**src/rtl/regfile_nr.sv**
```systemverilog
// Multi-port register file: one synchronous write port, two combinational read ports,
// hardwired-zero register. Define REGFILE_BYPASS_EN to forward same-cycle writes to the read ports.
module regfile_nr #(
    parameter int WIDTH    = 64,
    parameter int DEPTH    = 32,
    parameter int ZERO_REG = 31,
    parameter int AW       = $clog2(DEPTH)
) (
    input  logic             clk,
    input  logic             reset,
    input  logic             write_enable,
    input  logic [AW-1:0]    write_reg,
    input  logic [WIDTH-1:0] write_data,
    input  logic [AW-1:0]    read_reg1,
    input  logic [AW-1:0]    read_reg2,
    output logic [WIDTH-1:0] read_data1,
    output logic [WIDTH-1:0] read_data2
);

    localparam logic [AW:0]   DEPTH_L = (AW+1)'(DEPTH);
    localparam logic [AW-1:0] ZERO_L  = AW'(ZERO_REG);

    logic [WIDTH-1:0] regs_r [DEPTH];
    logic             write_hit_s;

    // An index is live only when it addresses real storage other than the zero register.
    function automatic logic idx_live(input logic [AW-1:0] idx);
        return ({1'b0, idx} < DEPTH_L) && (idx != ZERO_L);
    endfunction

    // Dead indices read as zero so the stored zero-register slot is never observable.
    function automatic logic [WIDTH-1:0] rd_mux(input logic [AW-1:0] idx);
        logic [WIDTH-1:0] val_s;
        val_s = {WIDTH{1'b0}};
        if (idx_live(idx)) begin
            val_s = regs_r[idx];
        end else begin
            val_s = {WIDTH{1'b0}};
        end
        return val_s;
    endfunction

    // Qualify the write strobe against the zero register and out-of-range indices.
    always_comb begin
        write_hit_s = 1'b0;
        if (write_enable && idx_live(write_reg)) begin
            write_hit_s = 1'b1;
        end else begin
            write_hit_s = 1'b0;
        end
    end

    // Storage update; reset clears everything and overrides any pending write.
    always_ff @(posedge clk or posedge reset) begin
        if (reset) begin
            for (int i = 0; i < DEPTH; i++) begin
                regs_r[i] <= {WIDTH{1'b0}};
            end
        end else begin
            for (int i = 0; i < DEPTH; i++) begin
                if (write_hit_s && (write_reg == AW'(i))) begin
                    regs_r[i] <= write_data;
                end
            end
        end
    end

    // Combinational read ports with optional same-cycle write forwarding.
    always_comb begin
        read_data1 = {WIDTH{1'b0}};
        read_data2 = {WIDTH{1'b0}};
`ifdef REGFILE_BYPASS_EN
        if (write_hit_s && !reset && (read_reg1 == write_reg)) begin
            read_data1 = write_data;
        end else begin
            read_data1 = rd_mux(read_reg1);
        end
        if (write_hit_s && !reset && (read_reg2 == write_reg)) begin
            read_data2 = write_data;
        end else begin
            read_data2 = rd_mux(read_reg2);
        end
`else
        read_data1 = rd_mux(read_reg1);
        read_data2 = rd_mux(read_reg2);
`endif
    end

endmodule
```
**config.mk**
```make
export PLATFORM = sky130hd
export DESIGN_NAME = regfile_nr
export DESIGN_NICKNAME = d
export VERILOG_FILES = /design/src/rtl/regfile_nr.sv
export SDC_FILE = /design/constraint.sdc
export NUM_CORES = 2
export LEC_CHECK = 0
export CAP_MARGIN = 25
export CORE_ASPECT_RATIO = 0.5
export CORE_MARGIN = 8
export CORE_UTILIZATION = 50
export DETAILED_ROUTE_END_ITERATION = 8
export DONT_BUFFER_PORTS = 1
export PLACE_DENSITY = 0.73
export SLEW_MARGIN = 25
export SYNTH_ARGS = -nofsm -noshare
export SYNTH_HDL_FRONTEND = slang
export SYNTH_SLANG_ARGS = --single-unit
export TNS_END_PERCENT = 30
```
**constraint.sdc**
```tcl
create_clock -name clk -period 71.7 [get_ports clk]
set_input_delay 14.34 -clock clk [delete_from_list [all_inputs] [get_ports clk]]
set_output_delay 14.34 -clock clk [all_outputs]
set_load 0.1 [all_outputs]
```
# ---- Word level (Yosys, flattened, before mapping)
# Cells that the tools add are included.
dict set report word_totals {
  romBits 0
  out_inout_bits 128
  latchBits 0
  memories 0
  wordCells 113
  ff_bits 2048
  inputBits 82
  ram_bits 0
}
dict set report op_classes {
  multipliers 0
  n_lt_le_gt_ge 2
  n_div 0
  n_bitwise 2
  add_sub_neg 0
  n_reduce_logical 34
  n_shift 0
  mux 9
  n_eq_ne 34
}
# op n
set op_table {}
lappend op_table {{64-bit binary-select mux with 5-bit select} 2}
lappend op_table {{64-bit 2-to-1 mux} 6}
lappend op_table {{5-bit equality test (second input constant)} 16}
lappend op_table {{5-bit by 4-bit equality test with 1-bit output (second input constant)} 8}
lappend op_table {{1-bit logical AND} 33}
lappend op_table {{5-bit by 3-bit equality test with 1-bit output (second input constant)} 4}
lappend op_table {{5-bit != test (second input constant)} 3}
lappend op_table {{6-bit >= comparator (second input constant)} 2}
lappend op_table {{5-bit NOT with 6-bit output} 2}
lappend op_table {{5-bit by 2-bit equality test with 1-bit output (second input constant)} 2}
lappend op_table {{5-bit by 1-bit equality test with 1-bit output (second input constant)} 1}
lappend op_table {{5-bit zero test} 1}
lappend op_table {{1-bit 2-to-1 mux} 1}

# ---- Longest topological paths before layout
dict set report depth {
  word_depth 5
  ltp_mapped 9
  ltp_nobuf 4
}

# ---- Worst setup path after synthesis
# OpenSTA, ideal clock, no wires.
dict set report synth_path {
  path_type {in2out}
  start {input port read_reg2[1]}
  end {output port read_data2[13]}
  n_path_buf 4
  required_time_ns 57.360
  cell_stages 8
  path_slack_ns 37.261
  t_arrival_ns 20.099
  cell_sequence {buf_2 -> buf_2 -> buf_2 -> buf_2 -> nand2_1 -> nor2_1 -> a2111oi_0 -> a2111oi_0}
}
dict set report synth_between {
  elab_chain_len 5
  elab_cells_between_ends 6
  classes_between {eq/ne: 1; mux: 4; bitwise: 1}
}
# item line_no
set synth_rtl {}
lappend synth_rtl {{start: declaration} 15} ;# input logic [AW-1:0] read_reg2,
lappend synth_rtl {{5-bit NOT with 6-bit output (not written as such)} 36} ;# val_s = regs_r[idx];
lappend synth_rtl {{64-bit binary-select mux with 5-bit select} 36}
lappend synth_rtl {{64-bit 2-to-1 mux (not written as such) (2 in series)} 36}
lappend synth_rtl {{64-bit 2-to-1 mux *} 35} ;# if (idx_live(idx)) begin
lappend synth_rtl {{end: declaration} 17} ;# output logic [WIDTH-1:0] read_data2
# Every way passes the cells marked *; elsewhere a longest branch is shown, timed or not. The select of a mux whose other input is x is not followed.

# ---- Worst setup path after layout
dict set report layout_path {
  start {input port read_reg1[0]}
  end {output port read_data1[47]}
}
dict set report layout_between {
  elab_chain_len 5
  elab_cells_between_ends 6
  classes_between {eq/ne: 1; mux: 4; bitwise: 1}
}
# item line_no
set layout_rtl {}
lappend layout_rtl {{start: declaration} 14} ;# input logic [AW-1:0] read_reg1,
lappend layout_rtl {{5-bit NOT with 6-bit output (not written as such)} 36}
lappend layout_rtl {{64-bit binary-select mux with 5-bit select} 36}
lappend layout_rtl {{64-bit 2-to-1 mux (not written as such) (2 in series)} 36}
lappend layout_rtl {{64-bit 2-to-1 mux *} 35}
lappend layout_rtl {{end: declaration} 16} ;# output logic [WIDTH-1:0] read_data1,
# Marks and branches as above.

==> impl_summary.log <==
[metrics] outcome: finished, violations left
[metrics] violations in the final reports: slew limit
[metrics] final worst clock skew: 0 ns
[metrics] Most flops, register: regs_r
[metrics] count of boundary I/O pins: 210
[metrics] number of antenna violations at the first check in global routing: 3
[metrics] critical path endpoint category: primary output
[metrics] final max-slew violation count: 416
[metrics] flip-flop count of the largest register, all copies and words added: 2048
[metrics] average cell area after synthesis: 15.5 µm²
[metrics] maximum number of pins on one net before global-route repair: 639
[metrics] total of max-cap violations: 0
[metrics] Placed Instance Area: 110000 µm²
[metrics] share of power burned in registers: 0.458
[metrics] post-CTS resize count: 0
[metrics] area taken by flip-flops and latches: 51200 µm²
[metrics] maximum clock path buffer count: 3
[metrics] synthesized instance count: 7014
[metrics] pin slew with the least headroom to its limit: 4.83 ns
[metrics] CTS sink count: 2048
[metrics] sequential fraction of the synthesis area: 0.473
[metrics] count of distinct cell types in the synthesized netlist: 50
[metrics] total of warnings raised by yosys: 0
[metrics] largest cells by area after synthesis: sky130_fd_sc_hd__dfrtp_1 (47%), sky130_fd_sc_hd__mux2_2 (20%), sky130_fd_sc_hd__mux4_2 (20%)
[metrics] top-count cell post-synth: sky130_fd_sc_hd__dfrtp_1
[metrics] cell-internal power: 2.42 mW
[metrics] total CTS buffers: 192
[metrics] share of total power in the clock network: 0.327
[metrics] total number of vias: 65100
[metrics] Routed Antenna Nets: 0
[metrics] Tightest Hold Check Type: reg -> reg
[metrics] layout filler cell count: 17100
[metrics] flip-flop cell with the highest count after synthesis: sky130_fd_sc_hd__dfrtp_1
[metrics] clock tree root driver cell: sky130_fd_sc_hd__clkbuf_16
[metrics] shortest period the worst path allows: 34.24 ns
[metrics] Placer Congestion: 0.758
[metrics] vias per inst: 6.82
[metrics] fraction of synthesis flops using an asynchronous set or reset pin: 1.00
[metrics] data required time at the worst endpoint: 57.36 ns
[metrics] global-route congestion overflow total: 0
[metrics] final-report setup violation count: 0
[metrics] Leak: 50.3 nW
[metrics] final instance count without filler cells: 9543
[metrics] dpl cells: 9191
[metrics] DRC Markers: 0
[metrics] first-pass detailed-route iteration total: 5
[metrics] DPL Wire Length: 154000 µm
[metrics] Setup Buffers After CTS: 0
[metrics] EDFF count, synth: 0
[metrics] nature of the critical path startpoint: input port
[metrics] largest fanout of any net on the critical path: 638
[metrics] cell taking the most area after synthesis: sky130_fd_sc_hd__dfrtp_1
[metrics] area overhead of the layout relative to synthesis: 7.76%
[metrics] net load switching power: 0.918 mW
[metrics] register bit total from synthesis: 2048
[metrics] data arrival time of the critical path: 19.90 ns
[metrics] Hold Vio Cnt, Final: 0
[metrics] switching part of the total: 0.275
[metrics] setup TNS after final layout: 0 ns
[metrics] Synthesized Nets: 7096
[metrics] post-route core utilization: 0.539
[metrics] effective utilization at floorplan: 0.501
[metrics] y dimension of the die: 345 µm
[metrics] commonest cells in the netlist: sky130_fd_sc_hd__dfrtp_1 (2048), sky130_fd_sc_hd__mux2_2 (1968), sky130_fd_sc_hd__mux4_2 (984), sky130_fd_sc_hd__clkbuf_1 (504), sky130_fd_sc_hd__mux2i_1 (452)
[metrics] share of the synthesized area in the top cell type: 0.473
[metrics] placeable core area: 217000 µm²
[metrics] count of input and output buffers: 0
[metrics] WHS Path Cells: 0
[metrics] depth of the most critical reg-to-reg path: 1
[metrics] number of H-tree levels: 4
[metrics] Total Die Area: 233000 µm²
[metrics] Non-Filler Cell Area, Final: 117000 µm²
[metrics] headroom to the max-slew limit: -2.22
[metrics] unrepaired setup endpoints after global routing: no
[metrics] number of rows created at floorplan: 121
[metrics] largest registers ranked by flip-flop count: regs_r: 2048 flops
[metrics] Max rail drop VDD: 20.5 µV
[metrics] Final Cycle Share: 0.478
[metrics] share of power burned in combinational logic: 0.215
[metrics] critical path start-end classification: in -> out
[metrics] area of combinational cells with multiple inputs: 54200 µm²
[metrics] DRC marker count from the first detailed-route iteration: 6522
[metrics] vias in the first global route: 67900
[metrics] power consumption: 3.34 mW
[metrics] Fmax achieved: 29.2 MHz
[metrics] Layout Nets: 6578
[metrics] combined area of all synthesized cells: 108000 µm²
[metrics] detailed-route wire length per cell: 32.3 µm
[metrics] Hold Buf Count CTS: 0
[metrics] Clock transition at path regs: 0.06 ns
[metrics] CTS tree: yes
[metrics] total routing usage reported by global routing: 0.263
[metrics] Post-Route WL: 308000 µm
[metrics] source-to-sink clock delay at the later pin of the worst-skew pair: 0.83 ns
[metrics] wire length of the first global-routing pass: 462000 µm
[metrics] layout cell share with drive strength beyond 1: 0.525
[metrics] pwr/cell area: 28.6 nW/µm²
[metrics] DIE WIDTH: 675 µm
==> placed cells by master, fill, tap and decap left out, types with 13 or more instances in the layout <==
cell type	Yosys	final
sky130_fd_sc_hd__o21ai_2	0	27
sky130_fd_sc_hd__mux2_1	29	29
sky130_fd_sc_hd__buf_4	22	96
sky130_fd_sc_hd__mux2_2	1968	1968
sky130_fd_sc_hd__inv_1	43	42
sky130_fd_sc_hd__dfrtp_1	2048	2048
sky130_fd_sc_hd__and3_2	0	21
sky130_fd_sc_hd__and3_1	61	40
sky130_fd_sc_hd__o21ai_4	0	13
sky130_fd_sc_hd__clkinv_2	0	33
sky130_fd_sc_hd__clkbuf_16	0	199
sky130_fd_sc_hd__bufinv_16	0	22
sky130_fd_sc_hd__clkbuf_1	504	37
sky130_fd_sc_hd__nand2_1	186	173
sky130_fd_sc_hd__clkbuf_8	0	48
sky130_fd_sc_hd__o22a_1	123	123
sky130_fd_sc_hd__mux4_2	984	984
sky130_fd_sc_hd__mux2i_1	452	452
sky130_fd_sc_hd__o2111ai_1	124	124
==> final timing paths <==
path | endpoint | slack (ns) | from
setup reg to reg | regs_r[372] | 70.86 | regs_r[372]
hold / removal | regs_r[6] | 0.38 | regs_r[6]
hold reg to reg | regs_r[6] | 0.38 | regs_r[6]
max in group asynchronous | regs_r[843] | 53.83 | reset
setup / recovery | read_data1[47] | 37.46 | read_reg1[0]
min in group asynchronous | regs_r[690] | 13.46 | reset
==> worst max-delay path, cell delays in order <==
cell	delay, ns
sky130_fd_sc_hd__nand2_1	0.71
sky130_fd_sc_hd__or2_4	0.70
sky130_fd_sc_hd__buf_4	0.83
sky130_fd_sc_hd__and3_1	1.03
==> per-stage QoR <==
step	setup slack, ns	hold WS, ns
6_report	37.46	0.384
5_1_grt	39.16	0.398
3_5_place_dp	39.25	0.372
2_1_floorplan	28.92	0.429
3_3_place_gp	39.34	0.366
4_1_cts	39.21	0.387
==> cell families after synthesis <==
group | synth area share
mux | 0.453
compound gates | 0.0268
buf+inv | 0.0338
flops | 0.473
simple gates | 0.0135
==> metal layers <==
| layer | track usage | part of all wire | vias to the layer above |
|---|---|---|---|
| met4 | 0.103 | 0.042 | 0 |
| met3 | 0.0544 | 0.074 | 619 |
| met1 | 0.354 | 0.41 | 35900 |
| met2 | 0.421 | 0.48 | 2436 |
| met5 | 0 | 0 | - |
| li1 | - | - | 26100 |
==> layout make-up <==
| class | instances | area share |
|---|---|---|
| Timing Repair Buffer | 108 | 0.00818 |
| Clock inverter | 65 | 0.00778 |
| Inverter | 45 | 0.00154 |
| Multi-Input combinational cell | 4101 | 0.464 |
| Sequential cell | 2048 | 0.438 |
| Clock buffer | 284 | 0.0494 |
| Tap cell | 2890 | 0.0309 |
| Antenna cell | 2 | 0.0000428 |
==> power by group through the flow <==
stage | registers (mW) | clock network, mW | logic (mW)
finish | 1.53 | 1.09 | 0.718
global placement | 1.53 | 0 | 0.697
CTS | 1.52 | 1.11 | 0.717
detailed placement | 1.54 | 0 | 0.715
floorplan | 1.51 | 0 | 0.650
global route | 1.56 | 1.15 | 0.755
(Power assumes the default switching activity.)
